<file path="config.mk">
export PLATFORM = sky130hd
export DESIGN_NAME = alu_share_arbiter_flat
export DESIGN_NICKNAME = d
export VERILOG_FILES = /design/src/rtl/alu_pkg.sv /design/src/rtl/alu_share_arbiter_if.sv /design/src/rtl/alu_share_arbiter_rr_arb2.sv /design/src/rtl/alu_share_arbiter.sv /design/src/flat_wrapper.sv
export SDC_FILE = /design/constraint.sdc
export NUM_CORES = 1
export LEC_CHECK = 0
export ABC_AREA = 1
export CORE_AREA = 2 2 115 117
export CTS_CLUSTER_DIAMETER = 80
export DETAILED_ROUTE_END_ITERATION = 12
export DIE_AREA = 0 0 117 119
export SLEW_MARGIN = 20
export SYNTH_ARGS = -nofsm -noshare
export SYNTH_HDL_FRONTEND = slang
export SYNTH_SLANG_ARGS = --single-unit
export TNS_END_PERCENT = 5
</file>
<file path="constraint.sdc">
create_clock -name clk -period 2.53 [get_ports clk]
set_clock_uncertainty 0.1 [all_clocks]
set_input_delay 0.253 -clock clk [delete_from_list [all_inputs] [get_ports clk]]
set_output_delay 0.253 -clock clk [all_outputs]
set_load 0.02 [all_outputs]
</file>
<file path="src/rtl/alu_pkg.sv">
// Shared ALU definitions: operation encoding and datapath widths.
package alu_pkg;
  localparam int ALU_OP_W = 5;
  localparam int XLEN     = 32;

  typedef enum logic [ALU_OP_W-1:0] {
    ADD  = 5'd0,
    SUB, SLL, SLT, SLTU, XOR, SRL, SRA, OR, AND,
    JALR, BEQ, BNE, BLT, BGE, BLTU, BGEU,
    IMM  = 5'd17
  } alu_op_e;
endpackage

</file>
<file path="src/rtl/alu_share_arbiter_if.sv">
// Bundle of the two request ports, the ALU drive/return and the response slot.
interface alu_share_arbiter_if
  import alu_pkg::*;
#(parameter int TAG_W = 4);
  // valid/ready: a transfer happens on a rising edge where both are high; the
  // source holds valid and payload stable until then, and ready may depend on valid.
  logic             req0_valid, req0_ready;
  alu_op_e          req0_op;
  logic [XLEN-1:0]  req0_a, req0_b;
  logic [TAG_W-1:0] req0_tag;

  logic             req1_valid, req1_ready;
  alu_op_e          req1_op;
  logic [XLEN-1:0]  req1_a, req1_b;
  logic [TAG_W-1:0] req1_tag;

  alu_op_e          alu_op;
  logic [XLEN-1:0]  alu_a, alu_b, alu_result;
  logic             alu_flag;

  logic             rsp_valid, rsp_ready, rsp_src, rsp_flag;
  logic [TAG_W-1:0] rsp_tag;
  logic [XLEN-1:0]  rsp_result;

  modport slave (
    input  req0_valid, req0_op, req0_a, req0_b, req0_tag,
    input  req1_valid, req1_op, req1_a, req1_b, req1_tag,
    output req0_ready, req1_ready,
    output alu_op, alu_a, alu_b,
    input  alu_result, alu_flag,
    output rsp_valid, rsp_src, rsp_tag, rsp_result, rsp_flag,
    input  rsp_ready
  );

  modport master (
    output req0_valid, req0_op, req0_a, req0_b, req0_tag,
    output req1_valid, req1_op, req1_a, req1_b, req1_tag,
    input  req0_ready, req1_ready,
    input  alu_op, alu_a, alu_b,
    output alu_result, alu_flag,
    input  rsp_valid, rsp_src, rsp_tag, rsp_result, rsp_flag,
    output rsp_ready
  );
endinterface

</file>
<file path="src/rtl/alu_share_arbiter_rr_arb2.sv">
// Two-way grant logic with a round-robin pointer; ARB_MODE=1 makes port 0 always win.
module rr_arb2 #(
  parameter int ARB_MODE = 0
) (
  input  logic       clk,
  input  logic       rst,
  input  logic [1:0] req,
  input  logic       advance,
  output logic [1:0] gnt
);
  logic rr_ptr;

  always_comb begin
    gnt = req;
    if (req == 2'b11) begin
      gnt = (ARB_MODE == 1 || !rr_ptr) ? 2'b01 : 2'b10;
    end
  end

  // Pointer moves to the loser only when both ports competed for the accept.
  always_ff @(posedge clk) begin
    if (rst) begin
      rr_ptr <= 1'b0;
    end else if (advance && req == 2'b11) begin
      rr_ptr <= gnt[0];
    end
  end
endmodule

</file>
<file path="src/rtl/alu_share_arbiter.sv">
// Shares one external combinational ALU between two requesters and registers
// the result into a single-entry response slot.
module alu_share_arbiter
  import alu_pkg::*;
#(
  parameter int TAG_W    = 4,
  parameter int ARB_MODE = 0
) (
  input  logic                clk,
  input  logic                rst,
  alu_share_arbiter_if.slave  bus
);
  logic             slot_free, accept;
  logic [1:0]       req, gnt;
  alu_op_e          sel_op;
  logic [XLEN-1:0]  sel_a, sel_b;
  logic [TAG_W-1:0] sel_tag;
  logic             sel_src;

  // A full slot can be refilled on the same edge it drains.
  assign slot_free = !bus.rsp_valid || bus.rsp_ready;
  assign req       = {bus.req1_valid, bus.req0_valid} & {2{slot_free && !rst}};
  assign accept    = |gnt;

  rr_arb2 #(.ARB_MODE(ARB_MODE)) u_arb (
    .clk     (clk),
    .rst     (rst),
    .req     (req),
    .advance (accept),
    .gnt     (gnt)
  );

  assign bus.req0_ready = gnt[0];
  assign bus.req1_ready = gnt[1];

  always_comb begin
    sel_op  = ADD;
    sel_a   = '0;
    sel_b   = '0;
    sel_tag = '0;
    sel_src = 1'b0;
    if (gnt[0]) begin
      sel_op  = bus.req0_op;
      sel_a   = bus.req0_a;
      sel_b   = bus.req0_b;
      sel_tag = bus.req0_tag;
    end else if (gnt[1]) begin
      sel_op  = bus.req1_op;
      sel_a   = bus.req1_a;
      sel_b   = bus.req1_b;
      sel_tag = bus.req1_tag;
      sel_src = 1'b1;
    end
  end

  assign bus.alu_op = sel_op;
  assign bus.alu_a  = sel_a;
  assign bus.alu_b  = sel_b;

  always_ff @(posedge clk) begin
    if (rst) begin
      bus.rsp_valid  <= 1'b0;
      bus.rsp_src    <= 1'b0;
      bus.rsp_tag    <= '0;
      bus.rsp_result <= '0;
      bus.rsp_flag   <= 1'b0;
    end else if (accept) begin
      bus.rsp_valid  <= 1'b1;
      bus.rsp_src    <= sel_src;
      bus.rsp_tag    <= sel_tag;
      bus.rsp_result <= bus.alu_result;
      bus.rsp_flag   <= bus.alu_flag;
    end else if (bus.rsp_ready) begin
      bus.rsp_valid  <= 1'b0;
    end
  end
endmodule

</file>
<file path="src/flat_wrapper.sv">
// flat-port wrapper written by rule: the top's interface ports become plain ports
module alu_share_arbiter_flat import alu_pkg::*;
#(
  parameter int TAG_W    = 4,
  parameter int ARB_MODE = 0
)
  (clk, rst, bus_req0_valid, bus_req0_op, bus_req0_a, bus_req0_b, bus_req0_tag, bus_req1_valid, bus_req1_op, bus_req1_a, bus_req1_b, bus_req1_tag, bus_req0_ready, bus_req1_ready, bus_alu_op, bus_alu_a, bus_alu_b, bus_alu_result, bus_alu_flag, bus_rsp_valid, bus_rsp_src, bus_rsp_tag, bus_rsp_result, bus_rsp_flag, bus_rsp_ready);
  alu_share_arbiter_if #(.TAG_W(TAG_W)) bus_i ();
  input  logic clk;
  input  logic rst;
  input wire logic [$bits(bus_i.req0_valid)-1:0] bus_req0_valid;
  input wire logic [$bits(bus_i.req0_op)-1:0] bus_req0_op;
  input wire logic [$bits(bus_i.req0_a)-1:0] bus_req0_a;
  input wire logic [$bits(bus_i.req0_b)-1:0] bus_req0_b;
  input wire logic [$bits(bus_i.req0_tag)-1:0] bus_req0_tag;
  input wire logic [$bits(bus_i.req1_valid)-1:0] bus_req1_valid;
  input wire logic [$bits(bus_i.req1_op)-1:0] bus_req1_op;
  input wire logic [$bits(bus_i.req1_a)-1:0] bus_req1_a;
  input wire logic [$bits(bus_i.req1_b)-1:0] bus_req1_b;
  input wire logic [$bits(bus_i.req1_tag)-1:0] bus_req1_tag;
  output wire logic [$bits(bus_i.req0_ready)-1:0] bus_req0_ready;
  output wire logic [$bits(bus_i.req1_ready)-1:0] bus_req1_ready;
  output wire logic [$bits(bus_i.alu_op)-1:0] bus_alu_op;
  output wire logic [$bits(bus_i.alu_a)-1:0] bus_alu_a;
  output wire logic [$bits(bus_i.alu_b)-1:0] bus_alu_b;
  input wire logic [$bits(bus_i.alu_result)-1:0] bus_alu_result;
  input wire logic [$bits(bus_i.alu_flag)-1:0] bus_alu_flag;
  output wire logic [$bits(bus_i.rsp_valid)-1:0] bus_rsp_valid;
  output wire logic [$bits(bus_i.rsp_src)-1:0] bus_rsp_src;
  output wire logic [$bits(bus_i.rsp_tag)-1:0] bus_rsp_tag;
  output wire logic [$bits(bus_i.rsp_result)-1:0] bus_rsp_result;
  output wire logic [$bits(bus_i.rsp_flag)-1:0] bus_rsp_flag;
  input wire logic [$bits(bus_i.rsp_ready)-1:0] bus_rsp_ready;
  assign bus_i.req0_valid = bus_req0_valid;
  assign bus_i.req0_op = bus_req0_op;
  assign bus_i.req0_a = bus_req0_a;
  assign bus_i.req0_b = bus_req0_b;
  assign bus_i.req0_tag = bus_req0_tag;
  assign bus_i.req1_valid = bus_req1_valid;
  assign bus_i.req1_op = bus_req1_op;
  assign bus_i.req1_a = bus_req1_a;
  assign bus_i.req1_b = bus_req1_b;
  assign bus_i.req1_tag = bus_req1_tag;
  assign bus_req0_ready = bus_i.req0_ready;
  assign bus_req1_ready = bus_i.req1_ready;
  assign bus_alu_op = bus_i.alu_op;
  assign bus_alu_a = bus_i.alu_a;
  assign bus_alu_b = bus_i.alu_b;
  assign bus_i.alu_result = bus_alu_result;
  assign bus_i.alu_flag = bus_alu_flag;
  assign bus_rsp_valid = bus_i.rsp_valid;
  assign bus_rsp_src = bus_i.rsp_src;
  assign bus_rsp_tag = bus_i.rsp_tag;
  assign bus_rsp_result = bus_i.rsp_result;
  assign bus_rsp_flag = bus_i.rsp_flag;
  assign bus_i.rsp_ready = bus_rsp_ready;
  alu_share_arbiter #(.TAG_W(TAG_W), .ARB_MODE(ARB_MODE)) u_core (.clk(clk), .rst(rst), .bus(bus_i));
endmodule
</file>
After elaboration in Yosys (flattened, before gate mapping):

Index checks and enable logic that the tools add are counted.

* equal/unequal tests: 1
* muxes and demuxes: 14
* bitwise logic cells: 1
* reduce and logical (&&, ||, !) cells: 7

Operator list (count)
* $mux 32: 4
* $mux 5: 2
* $mux 4: 2
* $mux 1: 4
* $mux 2: 2
* $and 2x2->2: 1
* $eq 2x2->1 const B: 1
* $logic_and 1x1->1: 2
* $logic_not 1->1: 2
* $reduce_bool 2->1: 1
* $reduce_or 2->1: 1
* $logic_or 1x1->1: 1

* flip-flop bits (word level): 40
* input bits: 184
* word-level logic and storage cells: 29

Longest topological paths before layout:

Gate-level depths: netlist (run 1).

* word-level depth: 8
* gate-level depth with buffers: 8
* depth with buffers taken out: 7

Modules after synthesis:

A second synthesis (run 1) with hierarchy kept.

* cell total of the unflattened synthesis: 426
* area total of the unflattened synthesis: 2451.1 um2

Modules (own cells, without submodules)
* alu_share_arbiter: times used 1, cells an instance 417, area an instance 2387.3 um2, seq. area each 780.7 um2
* rr_arb2: times used 1, cells an instance 9, area an instance 63.8 um2, seq. area each 20.0 um2

Worst setup path before layout (run 1):

OpenSTA, ideal clock, no wires.

* path kind: flip-flop to output port
* from: register u_core.bus.rsp_valid
* to: output port bus_alu_b[22]
* data arrival time: 1.259 ns
* data required time: 2.177 ns
* path slack: 0.918 ns
* cell stages (with the launch flop): 7
* path buffers: 1
* path through: dfxtp_1 a21oi_2 nand2_1 inv_2 buf_6 nand2_1 nand2_1

RTL lines
* start: declaration: RTL line alu_share_arbiter_if.sv:31 `output rsp_valid, rsp_src, rsp_tag, rsp_result, rsp_flag,`
* start signal: assignment: RTL line alu_share_arbiter.sv:62 `bus.rsp_valid <= 1'b0;`
* start signal: assignment: RTL line alu_share_arbiter.sv:68 `bus.rsp_valid <= 1'b1;`
* start signal: assignment: RTL line alu_share_arbiter.sv:74 `bus.rsp_valid <= 1'b0;`
* $logic_not 1->1 *: RTL line alu_share_arbiter.sv:21 `assign slot_free = !bus.rsp_valid || bus.rsp_ready;`
* $logic_or 1x1->1 *: RTL line alu_share_arbiter.sv:21
* $logic_and 1x1->1 *: RTL line alu_share_arbiter.sv:22 `assign req = {bus.req1_valid, bus.req0_valid} & {2{slot_free && !rst}};`
* $and 2x2->2 *: RTL line alu_share_arbiter.sv:22
* $eq 2x2->1: RTL line alu_share_arbiter_rr_arb2.sv:15 `if (req == 2'b11) begin`
* $mux 2 *: RTL line alu_share_arbiter_rr_arb2.sv:15
* net bus_req0_ready: RTL line flat_wrapper.sv:21 `output wire logic [$bits(bus_i.req0_ready)-1:0] bus_req0_ready;`
* $mux 32 *: RTL line alu_share_arbiter.sv:42 `if (gnt[0]) begin`
* end: declaration: RTL line flat_wrapper.sv:25 `output wire logic [$bits(bus_i.alu_b)-1:0] bus_alu_b;`

The timed path passes the listed nets; every way through them passes the cells marked *.

Worst setup path in the final report (run 1):

* from: input port bus_rsp_ready
* to: output port bus_alu_b[20]

* longest elaborated chain between the ends: 7

Ends and longest elaborated chain
* start: declaration: RTL line flat_wrapper.sv:33 `input wire logic [$bits(bus_i.rsp_ready)-1:0] bus_rsp_ready;`
* $logic_or 1x1->1 *: RTL line alu_share_arbiter.sv:21
* $logic_and 1x1->1 *: RTL line alu_share_arbiter.sv:22
* $and 2x2->2 *: RTL line alu_share_arbiter.sv:22
* $eq 2x2->1: RTL line alu_share_arbiter_rr_arb2.sv:15
* $mux 2 *: RTL line alu_share_arbiter_rr_arb2.sv:15
* $mux 32: RTL line alu_share_arbiter.sv:47 `end else if (gnt[1]) begin`
* $mux 32 *: RTL line alu_share_arbiter.sv:42

Every way passes the cells marked *; elsewhere a longest branch is shown, timed or not.

==> results.toml, run 1 <==
[cts]
cts_tree = "built"
cts_max_level = 2
clk_path_buf_depth = 2
cts.sinks = 40
clk_pin_slew_ns = 0.06
root_buffer = "clkbuf_16"
clkLatencyLatePin_ns = 0.28
post_cts.repair.setup_buffers = 0
cts_buffers = 5

[power_and_ir_drop]
combPwrFrac_pct = 41.5
peakVddDrop_mv = 0.453
leakage_nw = 3.03
switchingPower_w = 0.000710
seqPwrFrac_pct = 30.7
power_density_nw_per_um2 = 399
power_w = 0.00233
intPower_w = 0.00162
p_sw_share_pct = 30.5
power_frac_clock_pct = 27.8

[logic_synthesis]
ys_warn_count = 0
ys_ff_latch = 40
synth_area_um2 = 2510
synthDistinctLibCells = 20
synth_fp_nets = 604
ys_async_sr_fraction_pct = 0
synth_edf_count = 0
synth_area_per_cell_um2 = 5.97
syn-instance-count = 420
ys_seq_area_share_pct = 32.0
synth_top_flop_cell = "dfxtp_1"

[critical_path]
crit_type = "in -> out"
cpLargestDelayFamily = "buffers and inverters"
cp.buffers_inverters = 5
crit_fanout = 42
timing.rr.start = "u_core.bus.rsp_valid$_SDFFE_PP0P_"
cp_slowest_cell = "clkdlybuf4s50_1"
critPathCaptureType = "primary output"
timing.critical_path.mode_cell = "nand2_1"
start_kind = "input port"
arrival_ns = 2.09
critPathMaxStageDelay_ns = 0.61
setup.worst_path.start = "bus_rsp_ready"
crit_path_cell_trace = "clkdlybuf4s50_1 -> inv_1 -> a21oi_2 -> nand2_1 -> inv_2 -> buf_12 -> nand2_1 -> nand2_1 -> clkdlybuf4s50_1"
worstPathRequired_ns = 2.18

[route]
ant_nets = 0
dr.pass1.iters = 4
avgRoutedWirePerCell_um = 13.7
vias = 3626
drt-total-wl_um = 12200
drt_iter0_drc = 213
routed_via_density = 4.07
drc = 0

[global_route]
grt_max_degree = 43
grt_pass1_wl_um = 17600
grtUsageMet2_pct = 27.7
gr-total-overflow = 0
grt_use_total_pct = 16.1
grtUsageMet1_pct = 18.1
antenna_found_initial = 2
grt-busiest-layer = "met2"
use_met3_pct = 6.01
grt_pass1_vias = 3468

[sta]
maxSlewViolCount = 0
setup_viol = 0
fmax_mhz = 410
worstMarginPinSlew_ns = 0.353
period_minus_slack_ns = 2.44
hold_viol = 0
relSlewSlack_pct = 76.5
setup_slack_ns = 0.0908
fin_crit_sh_pct = 96.4

[min_path]
hp-class = "reg -> reg"
min_from = "u_core.bus.rsp_src$_SDFFE_PP0P_"

[outcome]
status = "completed"

[place]
place_ws_ns = 0.0589
dp_hpwl_um = 9930
io_buffers = 293
gp_congestion = 0.774
place_inst = 881

[cells_and_area]
drive_above_1_share_pct = 4.91
instances_no_fill = 891
final_nets = 896
area_growth_pct = 133

[floorplanning]
dieArea_um2 = 13900
die_w_um = 117
core_um2 = 12900
std_cell_rows = 42
initial_core_util_pct = 19.5
die_height_um = 119
ios = 294

[run]
drv_cap = 0
layer usage:
layer	share of wire [%]	vias to the layer above
li1	-	1867
met1	39	1573
met2	47	173
met3	12	13
met4	1.8	0
met5	0	-
final cells by class:
type,count,area (um2)
diodes,2,5.00
clock buffers,7,143
clock inverters,1,7.51
fillers,1294,7040
inverters,11,51.3
multi-input cells,345,1420
flip-flops and latches,40,801
well taps,176,220
repair buffers,309,3190
cells in the mapped netlist, types with 2 or more instances:
library cell    n  area (um2)
nand2_1       214         803
nor2_1         78         293
dfxtp_1        40         801
o21ai_0        30         150
buf_6          17         191
nand3_1         8        40.0
inv_1           6        22.5
buf_4           4        30.0
o21ai_1         4        20.0
a21oi_1         3        15.0
clkbuf_1        3        11.3
inv_2           2        7.51
inv_4           2        12.5
nand2_4         2        22.5
nand3_4         2        35.0
final timing paths:
kind / endpoint / slack [ns] / depth (start not counted)
hold reg to reg: u_core.bus.rsp_src$_SDFFE_PP0P_ / 0.37 / 2
hold / removal: u_core.bus.rsp_src$_SDFFE_PP0P_ / 0.37 / 2
setup reg to reg: u_core.bus.rsp_result[19]$_SDFFE_PP0P_ / 1.03 / 7
setup / recovery: bus_alu_b[20] / 0.09 / 9
cells in the final DEF (no fill, tap or decap), types with 2 or more instances in the layout:
| cell | count |
|---|---|
| nand3_1 | 8 |
| diode_2 | 2 |
| clkbuf_16 | 5 |
| inv_2 | 2 |
| o21ai_0 | 30 |
| clkdlybuf4s50_1 | 260 |
| inv_4 | 2 |
| inv_1 | 6 |
| buf_4 | 12 |
| nand2_1 | 214 |
| nand2_4 | 2 |
| o21ai_1 | 4 |
| a21oi_1 | 3 |
| nand3_4 | 2 |
| dfxtp_1 | 40 |
| nor2_1 | 78 |
| dlymetal6s2s_1 | 33 |
| buf_12 | 4 |
kinds of logic after synthesis:
kind of cell	synth area share, %
simple gates	49.0
buf+inv	11.3
flops	32.0
compound gates	7.74
per-stage QoR:
| step | area (um2) | util [%] | hold WS [ns] | setup TNS [ns] |
|---|---|---|---|---|
| 4_1_cts | 5750 | 44.6 | 0.370 | 0 |
| 5_1_grt | 5830 | 45.3 | 0.396 | -0.0105 |
| 6_report | 5830 | 45.3 | 0.370 | 0 |
| 3_3_place_gp | 5600 | 43.5 | 0.353 | 0 |
| 2_1_floorplan | 2510 | - | 0.288 | 0 |
| 3_5_place_dp | 5600 | 43.5 | 0.358 | 0 |
repair_timing:
item / in CTS / in global routing
resized for setup: 0 / 33
endpoints found under the setup margin: 0 / 33
hold buffers: 0 / 0
power groups by stage:
stage	logic (W)	clock network [W]	registers, W
floorplan	0.000327	0	0.000792
global placement	0.000972	0	0.000725
detailed placement	0.000976	0	0.000727
CTS	0.000982	0.000662	0.000714
global route	0.00104	0.000689	0.000720
finish	0.000965	0.000647	0.000714
flip-flops by register name (all words and copies together), names as in the netlist:
| register | count |
|---|---|
| u_core.bus.rsp_flag | 1 |
| u_core.u_arb.rr_ptr | 1 |
| u_core.bus.rsp_tag | 4 |
| u_core.bus.rsp_result | 32 |
| u_core.bus.rsp_src | 1 |
| u_core.bus.rsp_valid | 1 |
worst register-to-register path, cell delays in order, from the launching register on:
cell and delay [ns]:
dfxtp_1 0.42, nand2_4 0.08, buf_4 0.16, nand3_4 0.10
nand2_4 0.08, inv_4 0.28, nor2_1 0.12, nor2_1 0.11
Power figures use the tool's default switching activity.
==> run 2, diff against run 1 <==
Settings changed: REMOVE_ABC_BUFFERS set to 1, SLEW_MARGIN 20 to not set.
==> run 2 against run 1 <==
- combinational power shrank 0.8%
- flip-flop and latch count is the same
- clock power grew 2%
- global-route usage grew 1.4 points
- register-to-register slack lost 0.06 ns
- final area grew 0.47%
- sequential power is essentially flat
- worst setup slack gained 0.027 ns
- largest cell class unchanged
- largest power group unchanged
- highest routed layer unchanged
==> results.toml, run 2 (synthesis results as in run 1) <==
[outcome]
status = "completed"

[cells_and_area]
final_nets = 896
drive_above_1_share_pct = 5.34
utilization_pct = 45.5
area_growth_pct = 134
instances_no_fill = 889
final_common_cell = "clkdlybuf4s50_1"
top_regs = "u_core.bus.rsp_result (32), u_core.bus.rsp_tag (4)"
largest_register = "u_core.bus.rsp_result"
fin_area_um2 = 5860
largest_register_ffs = 32
layout_common_cells = "clkdlybuf4s50_1, nand2_1, nor2_1"

[cts]
ctsHoldBuffers = 0
post_cts.repair.setup_buffers = 0
cts_max_level = 2
cts_tree = "built"
clk_path_buf_depth = 2
clkLatencyLatePin_ns = 0.28
cts.sinks = 40
cts_buffers = 5
root_buffer = "clkbuf_16"
clk_pin_slew_ns = 0.06

[sta]
setup_slack_ns = 0.118
period_minus_slack_ns = 2.41
relSlewSlack_pct = 76.5
setup_viol = 0
fmax_mhz = 415
grt_setup_unrepaired = "no"
maxSlewViolCount = 0
worstMarginPinSlew_ns = 0.353
hold_viol = 0
fin_crit_sh_pct = 95.3

[critical_path]
cpLargestDelayFamily = "buffers and inverters"
start_kind = "input port"
crit_type = "in -> out"
critPathCaptureType = "primary output"
critPathMaxStageDelay_ns = 0.59
crit_fanout = 5
worstPathRequired_ns = 2.18
timing.rr.start = "u_core.bus.rsp_valid$_SDFFE_PP0P_"
timing.critical_path.mode_cell = "nand2_1"
crit_path_cell_trace = "clkdlybuf4s50_1 -> nand2_2 -> inv_2 -> nand2_1 -> inv_2 -> buf_4 -> nand2_1 -> nand2_1 -> clkdlybuf4s50_1"
arrival_ns = 2.06
cp.buffers_inverters = 5
cp_slowest_cell = "clkdlybuf4s50_1"
setup.worst_path.start = "bus_req0_valid"

[place]
dp_hpwl_um = 10700
io_buffers = 293
place_inst = 881
place_ws_ns = -0.0286
gp_congestion = 0.842
placed_cell_area_um2 = 5590

[floorplanning]
die_w_um = 117
std_cell_rows = 42
initial_core_util_pct = 19.5
core_um2 = 12900
dieArea_um2 = 13900
die_height_um = 119
ios = 294

[route]
vias = 3650
drc = 0
drt-total-wl_um = 13100
routed_via_density = 4.11
drt_iter0_drc = 167
avgRoutedWirePerCell_um = 14.7
dr.pass1.iters = 4
ant_nets = 0

[min_path]
min_from = "u_core.bus.rsp_src$_SDFFE_PP0P_"
hp-class = "reg -> reg"

[global_route]
antenna_found_initial = 1
grt_use_total_pct = 17.5
gr-total-overflow = 0
grt_pass1_wl_um = 18800
grt_max_degree = 44
grt_pass1_vias = 3626

[run]
drv_cap = 0

[power_and_ir_drop]
leakage_nw = 3.40
peakVddDrop_mv = 0.476
power_density_nw_per_um2 = 398
[run 2: changes by cell type in the layout (fill, tap and decap cells not counted), sizes merged]
| cell | change |
|---|---|
| diode | -1 |
| buf | +3 |
| clkdlybuf4s50 | -35 |
| dlymetal6s2s | +20 |
| clkinvlp | -1 |
| dlygate4sd2 | +12 |
[run 2: layout make-up]
type / count / area, um2
clock buffer: 7 / 153
inverter: 11 / 51.3
antenna: 1 / 2.50
tap: 176 / 220
sequential: 40 / 801
fill: 1313 / 7010
timing repair buffer: 309 / 3210
multi-input combinational: 345 / 1420
[run 2: repair_timing]
action | CTS | global route
endpoints found under the hold margin | 0 | 0
gates resized for setup | 12 | 53
pin swaps | 0 | 0
endpoints found under the setup margin | 12 | 53
gates cloned | 0 | 0
[run 2: routing by layer]
| metal | track usage, % | part of all wire [%] |
|---|---|---|
| met1 | 18.1 | 37 |
| met2 | 31.3 | 48 |
| met3 | 6.62 | 12 |
| met4 | 6.91 | 3.3 |
| met5 | 0 | 0 |
[run 2: tightest hold or removal path, stage by stage (launching register included)]
cell     delay (ns)
dfxtp_1        0.31
nand2_1        0.06
a21oi_1        0.05
[run 2: stage by stage]
step / TNS, ns / hold WS [ns] / total power, W
6_report: 0 / 0.370 / 0.00233
5_1_grt: 0 / 0.401 / 0.00246
4_1_cts: 0 / 0.376 / 0.00237
3_5_place_dp: -0.220 / 0.367 / 0.00171
3_3_place_gp: -0.00600 / 0.359 / 0.00170
2_1_floorplan: 0 / 0.222 / 0.00107
[run 2: where the power goes]
part	internal (W)	switching (W)	total, W
Sequential	0.000686	0.0000298	0.000716
Combinational	0.000522	0.000434	0.000957
Clock	0.000414	0.000246	0.000659
Total	0.00162	0.000710	0.00233
[run 2: final timing paths]
path | to | slack, ns | depth (start not counted)
worst max-delay path | bus_alu_a[19] | 0.12 | 9
worst min-delay path | u_core.bus.rsp_src$_SDFFE_PP0P_ | 0.37 | 2
worst max register to register | u_core.bus.rsp_result[10]$_SDFFE_PP0P_ | 0.97 | 7
worst min register to register | u_core.bus.rsp_src$_SDFFE_PP0P_ | 0.37 | 2
==> edit 1 (flow settings as in run 2) <==
`TAG_W` is set to 4 in 3 places; all go to 3.
--- a/src/rtl/alu_share_arbiter_if.sv
+++ b/src/rtl/alu_share_arbiter_if.sv
@@ -1,7 +1,7 @@
 // Bundle of the two request ports, the ALU drive/return and the response slot.
 interface alu_share_arbiter_if
   import alu_pkg::*;
-#(parameter int TAG_W = 4);
+#(parameter int TAG_W = 3);
   // valid/ready: a transfer happens on a rising edge where both are high; the
   // source holds valid and payload stable until then, and ready may depend on valid.
   logic             req0_valid, req0_ready;
--- a/src/rtl/alu_share_arbiter.sv
+++ b/src/rtl/alu_share_arbiter.sv
@@ -3,7 +3,7 @@
 module alu_share_arbiter
   import alu_pkg::*;
 #(
-  parameter int TAG_W    = 4,
+  parameter int TAG_W    = 3,
   parameter int ARB_MODE = 0
 ) (
   input  logic                clk,
--- a/src/flat_wrapper.sv
+++ b/src/flat_wrapper.sv
@@ -1,7 +1,7 @@
 // flat-port wrapper written by rule: the top's interface ports become plain ports
 module alu_share_arbiter_flat import alu_pkg::*;
 #(
-  parameter int TAG_W    = 4,
+  parameter int TAG_W    = 3,
   parameter int ARB_MODE = 0
 )
   (clk, rst, bus_req0_valid, bus_req0_op, bus_req0_a, bus_req0_b, bus_req0_tag, bus_req1_valid, bus_req1_op, bus_req1_a, bus_req1_b, bus_req1_tag, bus_req0_ready, bus_req1_ready, bus_alu_op, bus_alu_a, bus_alu_b, bus_alu_result, bus_alu_flag, bus_rsp_valid, bus_rsp_src, bus_rsp_tag, bus_rsp_result, bus_rsp_flag, bus_rsp_ready);
Interface: changed (resized bus_req0_tag, bus_req1_tag and bus_rsp_tag); port bits go from 294 to 291. The function was not compared with the original's and may differ.
==> edit 1 against run 2 <==
  * Critical path depth fell by 1
  * Maximum frequency up 1.3%
  * Core utilization decreased by 0.38 points
  * Worst setup slack better by 0.030 ns
  * Cell count fell by 1.2%
  * Wire length is 6.1% lower
  * Synthesized area shrank 1.9%
  * Combinational power fell by 1%
  * Count of clock-buffer cells in the layout unchanged
  * Sequential cell count down 1
  * Design area shrank 0.83%
  * Synthesized cell count down 1.9%
  * Power is 4.1% lower
==> edit 1: results (changes against run 2) <==
| Metric | Value |
|---|---|
| Clk. pwr | 597 uW (-9.4%) |
| Vias in the first global route | 3,422 (-5.6%) |
| Crit-path max cell delay | 0.63 ns (+0.04 ns) |
| TritonRoute pass-1 iters | 4 (unchanged) |
| Ranking of synthesized cells by area | nand2_1 33%, dfxtp_1 32%, nor2_1 11%, buf_6 8.2%, o21ai_0 6.7% |
| Final WL | 12,300 um (-6.1%) |
| Leak | 3.44 nW (+1.1%) |
| Initial antenna violation count | 2 (+1) |
| Via density | 4.14 (+0.75%) |
| Vias post-DR | 3,632 (-0.49%) |
| Total of warnings raised by yosys | 0 (unchanged) |
| Placed inst area | 5530 um^2 (-1.1%) |
| Total Power | 2.24 mW (-4.1%) |
| Hold slack | 0.378 ns (+0.00777 ns) |
| Worst Hold Class | flip-flop to flip-flop |
| Relative slew slack | 0.760 (-0.00491) |
| Slowest CP cell | clkdlybuf4s50_1 |
| Clk_lat worst skew | 0.28 ns (about the same) |
| Iter 0 DRT Violations | 155 (-7.2%) |
| Status | complete, no violations |
| Synth cell types | 20 (unchanged) |
| CTS root buf | clkbuf_16 |
| Final #Nets | 881 (-1.7%) |
| Place WS | -0.0245 ns (+0.00417 ns) |
| Port buffer count | 290 (-1.0%) |
| Fmax | 420 MHz (+1.3%) |
| All-Layer GR Usage | 0.161 (-0.0135) |
| Setup bufs post-CTS | 0 (unchanged) |
| Async S/R FF share, synth | 0 (unchanged) |
| R2R Setup Slk | 0.89 ns (-0.08 ns) |
| Worst VDD drop | 0.330 mV (-31%) |
| Prevailing post-synth register cell | dfxtp_1 |
| Cell family with most CP delay | buffers and inverters |
| Worst-path clk slew | 0.06 ns (about the same) |
| Syn Area/Cell | 5.97 um^2 (about the same) |
| Layout cells sized above 1 | 0.0457 (-0.00766) |
| DP HPWL | 10,100 um (-5.9%) |
| First-pass GRT wire length | 17,600 um (-6.8%) |
| CTS Buf Count | 5 (unchanged) |
| Data arrival time of the worst path | 2.03 ns (-0.03 ns) |
| Register area share after synthesis | 0.318 (-0.00196) |
| Largest net degree at the start of global routing | 37 (-16%) |
| Worst-path maximum fanout | 34 (+29) |
| Combinational logic power | 944 uW (-1%) |
| Switching pwr | 683 uW (-3.7%) |
| Registers with the most flip-flops | u_core.bus.rsp_result (32), u_core.bus.rsp_tag (3) |
| Global placer's final weighted congestion | 0.794 (-5.7%) |
| Placed cell count | 868 (-1.5%) |
| Htree depth | 2 (unchanged) |
| Clock tree buffer depth | 2 (unchanged) |
| Post-CTS sizing | 8 (-4) |
| Synth cell count leaders | 213 x nand2_1, 75 x nor2_1, 39 x dfxtp_1 |
==> edit 1: cell types whose count changed in the layout (fill, tap and decap cells not counted), sizes merged <==
cell,change
nand2,-1
clkdlybuf4s50,-4
inv,-1
buf,-4
dlygate4sd2,-4
dfxtp,-1
dlymetal6s2s,+7
clkinv,+1
nand3,-2
diode,+1
nor2,-3
==> edit 1: cells by family after synthesis <==
kind of cell	Yosys count	share of synthesized area
compound gates	38	0.0819
simple gates	301	0.487
buf+inv	34	0.113
flops	39	0.318
==> edit 1: worst reg2reg max path: stages, from the launching register on <==
cell,delay (ns)
dfxtp_1,0.41
nand2_2,0.11
buf_4,0.17
nand3_4,0.09
nand2_4,0.14
inv_4,0.32
nand2_1,0.11
a21oi_1,0.13
==> edit 1: metal layers <==
metal | share of wire | up-vias | track usage
met5 | 0 | - | 0
met1 | 0.38 | 1610 | 0.175
met4 | 0.026 | 0 | 0.0632
met3 | 0.11 | 19 | 0.0580
li1 | - | 1830 | -
met2 | 0.48 | 173 | 0.283
==> edit 1: final cells by class <==
type	instances	area, um^2
diodes	2	5.00
flip-flops and latches	39	781
inverters	10	50.0
clock inverters	1	5.00
well taps	176	220
fillers	1323	7060
clock buffers	7	133
multi-input cells	339	1400
repair buffers	304	3220
==> edit 1: path summary, 6_finish.rpt <==
path                             start                  to  cells after the start
setup reg to reg  u_core.bus.rsp_valid  u_core.bus.rsp_src                      7
hold reg to reg     u_core.bus.rsp_src  u_core.bus.rsp_src                      2
hold / removal      u_core.bus.rsp_src  u_core.bus.rsp_src                      2
setup / recovery        bus_req1_valid      bus_req0_ready                      8
==> edit 2 (config.mk and constraints of run 2) <==
Without the edit above. Make the reset (`rst`) asynchronous in 2 clocked blocks.
--- a/src/rtl/alu_share_arbiter_rr_arb2.sv
+++ b/src/rtl/alu_share_arbiter_rr_arb2.sv
@@ -18,7 +18,7 @@
   end
 
   // Pointer moves to the loser only when both ports competed for the accept.
-  always_ff @(posedge clk) begin
+  always_ff @(posedge clk or posedge rst) begin
     if (rst) begin
       rr_ptr <= 1'b0;
     end else if (advance && req == 2'b11) begin
--- a/src/rtl/alu_share_arbiter.sv
+++ b/src/rtl/alu_share_arbiter.sv
@@ -57,7 +57,7 @@
   assign bus.alu_a  = sel_a;
   assign bus.alu_b  = sel_b;
 
-  always_ff @(posedge clk) begin
+  always_ff @(posedge clk or posedge rst) begin
     if (rst) begin
       bus.rsp_valid  <= 1'b0;
       bus.rsp_src    <= 1'b0;
Function: differs if rst is asserted again (counterexample within 4 cycles, from zero or initial values and one cycle with rst high); with rst held inactive, the same outputs for 10 cycles.
==> edit 2 against run 2 <==
  * Critical path depth did not move
  * Register-to-register slack got worse by 0.29 ns
  * Synthesized area rose by 1.1%
  * Sequential cell count did not move
  * Sequential share of layout area rose by 2.9 points
  * Worst setup slack got worse by 0.076 ns
  * Design area rose by 2.8%
  * Largest cell class unchanged
  * Wire length rose by 0.22%
Power is not compared: it rests on default switching activity, and its combinational part moved more than twofold at a synthesized area within 25%.
==> edit 2: results (changes against run 2) <==
| Metric | Value |
|---|---|
| Prevailing post-synth register cell | dfrtp_1 |
| Register area share after synthesis | 0.395 (+0.0755) |
| Initial antenna violation count | 0 (-1) |
| CP Launch Point | bus_rsp_ready |
| Final WL | 13,100 um (+0.22%) |
| Routing usage on met1 | 0.217 (+0.0365) |
| Vias in the first global route | 3,526 (-2.8%) |
| Count of multi-input gates | 334 (-3.2%) |
| All-Layer GR Usage | 0.179 (+0.00443) |
| End point of the critical path | bus_alu_a[13] |
| Placed inst area | 5710 um^2 (+2.1%) |
| First-pass GRT wire length | 19,200 um (+2.0%) |
| Area occupied by multi-input gates | 1350 um^2 (-5.0%) |
| Ranking of synthesized cells by area | nand2_1 41%, dfrtp_1 40%, nand3_1 8.5%, buf_4 3.0%, buf_2 2.8% |
| N_diodes | 0 (-1) |
| DP HPWL | 10,800 um (+0.38%) |
| Actual slew at the worst max-slew pin | 0.516 ns (+0.164 ns) |
| Sequential cell area | 1000 um^2 (+25%) |
| TritonRoute pass-1 iters | 5 (+1) |
| Fill cell count | 1,281 (-2.4%) |
| Buffer share of cell area | 0.539 (-0.00921) |
| RR Endpoint | u_core.bus.rsp_result[29] |
| Placed cell count | 863 (-2.0%) |
| Seq Cell Count | 40 (unchanged) |
| Synth cell count leaders | 279 x nand2_1, 43 x nand3_1, 40 x dfrtp_1 |
| R2R Setup Slk | 0.68 ns (-0.29 ns) |
| Worst-path maximum fanout | 45 (+40) |
| Met2 wire len | 6410 um (+2.3%) |
| Clk tree area frac | 0.0307 (+0.00468) |
| Utilization after layout | 0.468 (+0.0128) |
| Status | complete, no violations |
| Inverter count | 6 (-5) |
| Global placer's final weighted congestion | 0.916 (+8.8%) |
| Met2 usage | 0.305 (-0.00795) |
| Synth cell types | 16 (-20%) |
| Grt met3 use | 0.0601 (-0.00611) |
| Layout cells sized above 1 | 0.0476 (-0.00582) |
| Async S/R FF share, synth | 1.00 (+1.00) |
## edit 2: changes by cell type in the layout (fill, tap and decap cells not counted), sizes merged, moves of 9 or more
cell,change
nor2,-76
nand2,+64
dfrtp,+40
dfxtp,-40
o21ai,-34
nand3,+33
dlygate4sd2,-9
## edit 2: how the worst min path moves through the flow
stage	endpoint	start	cells after the start
4_1_cts	u_core.bus.rsp_result[12]	bus_alu_result[12]	3
5_1_grt	u_core.bus.rsp_flag	bus_alu_flag	3
3_5_place_dp	u_core.bus.rsp_result[5]	u_core.bus.rsp_result[5]	2
3_3_place_gp	u_core.bus.rsp_src	u_core.bus.rsp_src	2
2_1_floorplan	u_core.bus.rsp_flag	bus_alu_flag	2
6_report	u_core.bus.rsp_result[30]	u_core.bus.rsp_result[30]	2
## edit 2: per-stage QoR
stage               worst slack [ns]  power [mW]
detailed placement           -0.0524        3.23
global route                 -0.0647        4.21
global placement            -0.00953        3.21
floorplan                     -0.899        1.94
finish                        0.0423        3.97
CTS                          0.00258        4.04
## edit 2: where the power goes
| group | switching, mW | internal (mW) |
|---|---|---|
| clock | 0.239 | 0.559 |
| sequential | 0.134 | 0.879 |
| combinational | 1.08 | 1.08 |
## edit 2: timing repair
action	in CTS	in global routing
endpoints found under the setup margin	3	58
hold buffers	0	0
resized for setup	3	54
## edit 2: cell families (layout without fill, tap and decap cells)
logic type / after synthesis / count (layout) / share of synthesized area
xor gates and xnor gates: 1 / 1 / 0.00346
and+or+nand+nor: 331 / 331 / 0.521
buffers and inverters: 32 / 320 / 0.0721
DFF: 40 / 40 / 0.395
AOI/OAI and AO/OA: 2 / 2 / 0.00839
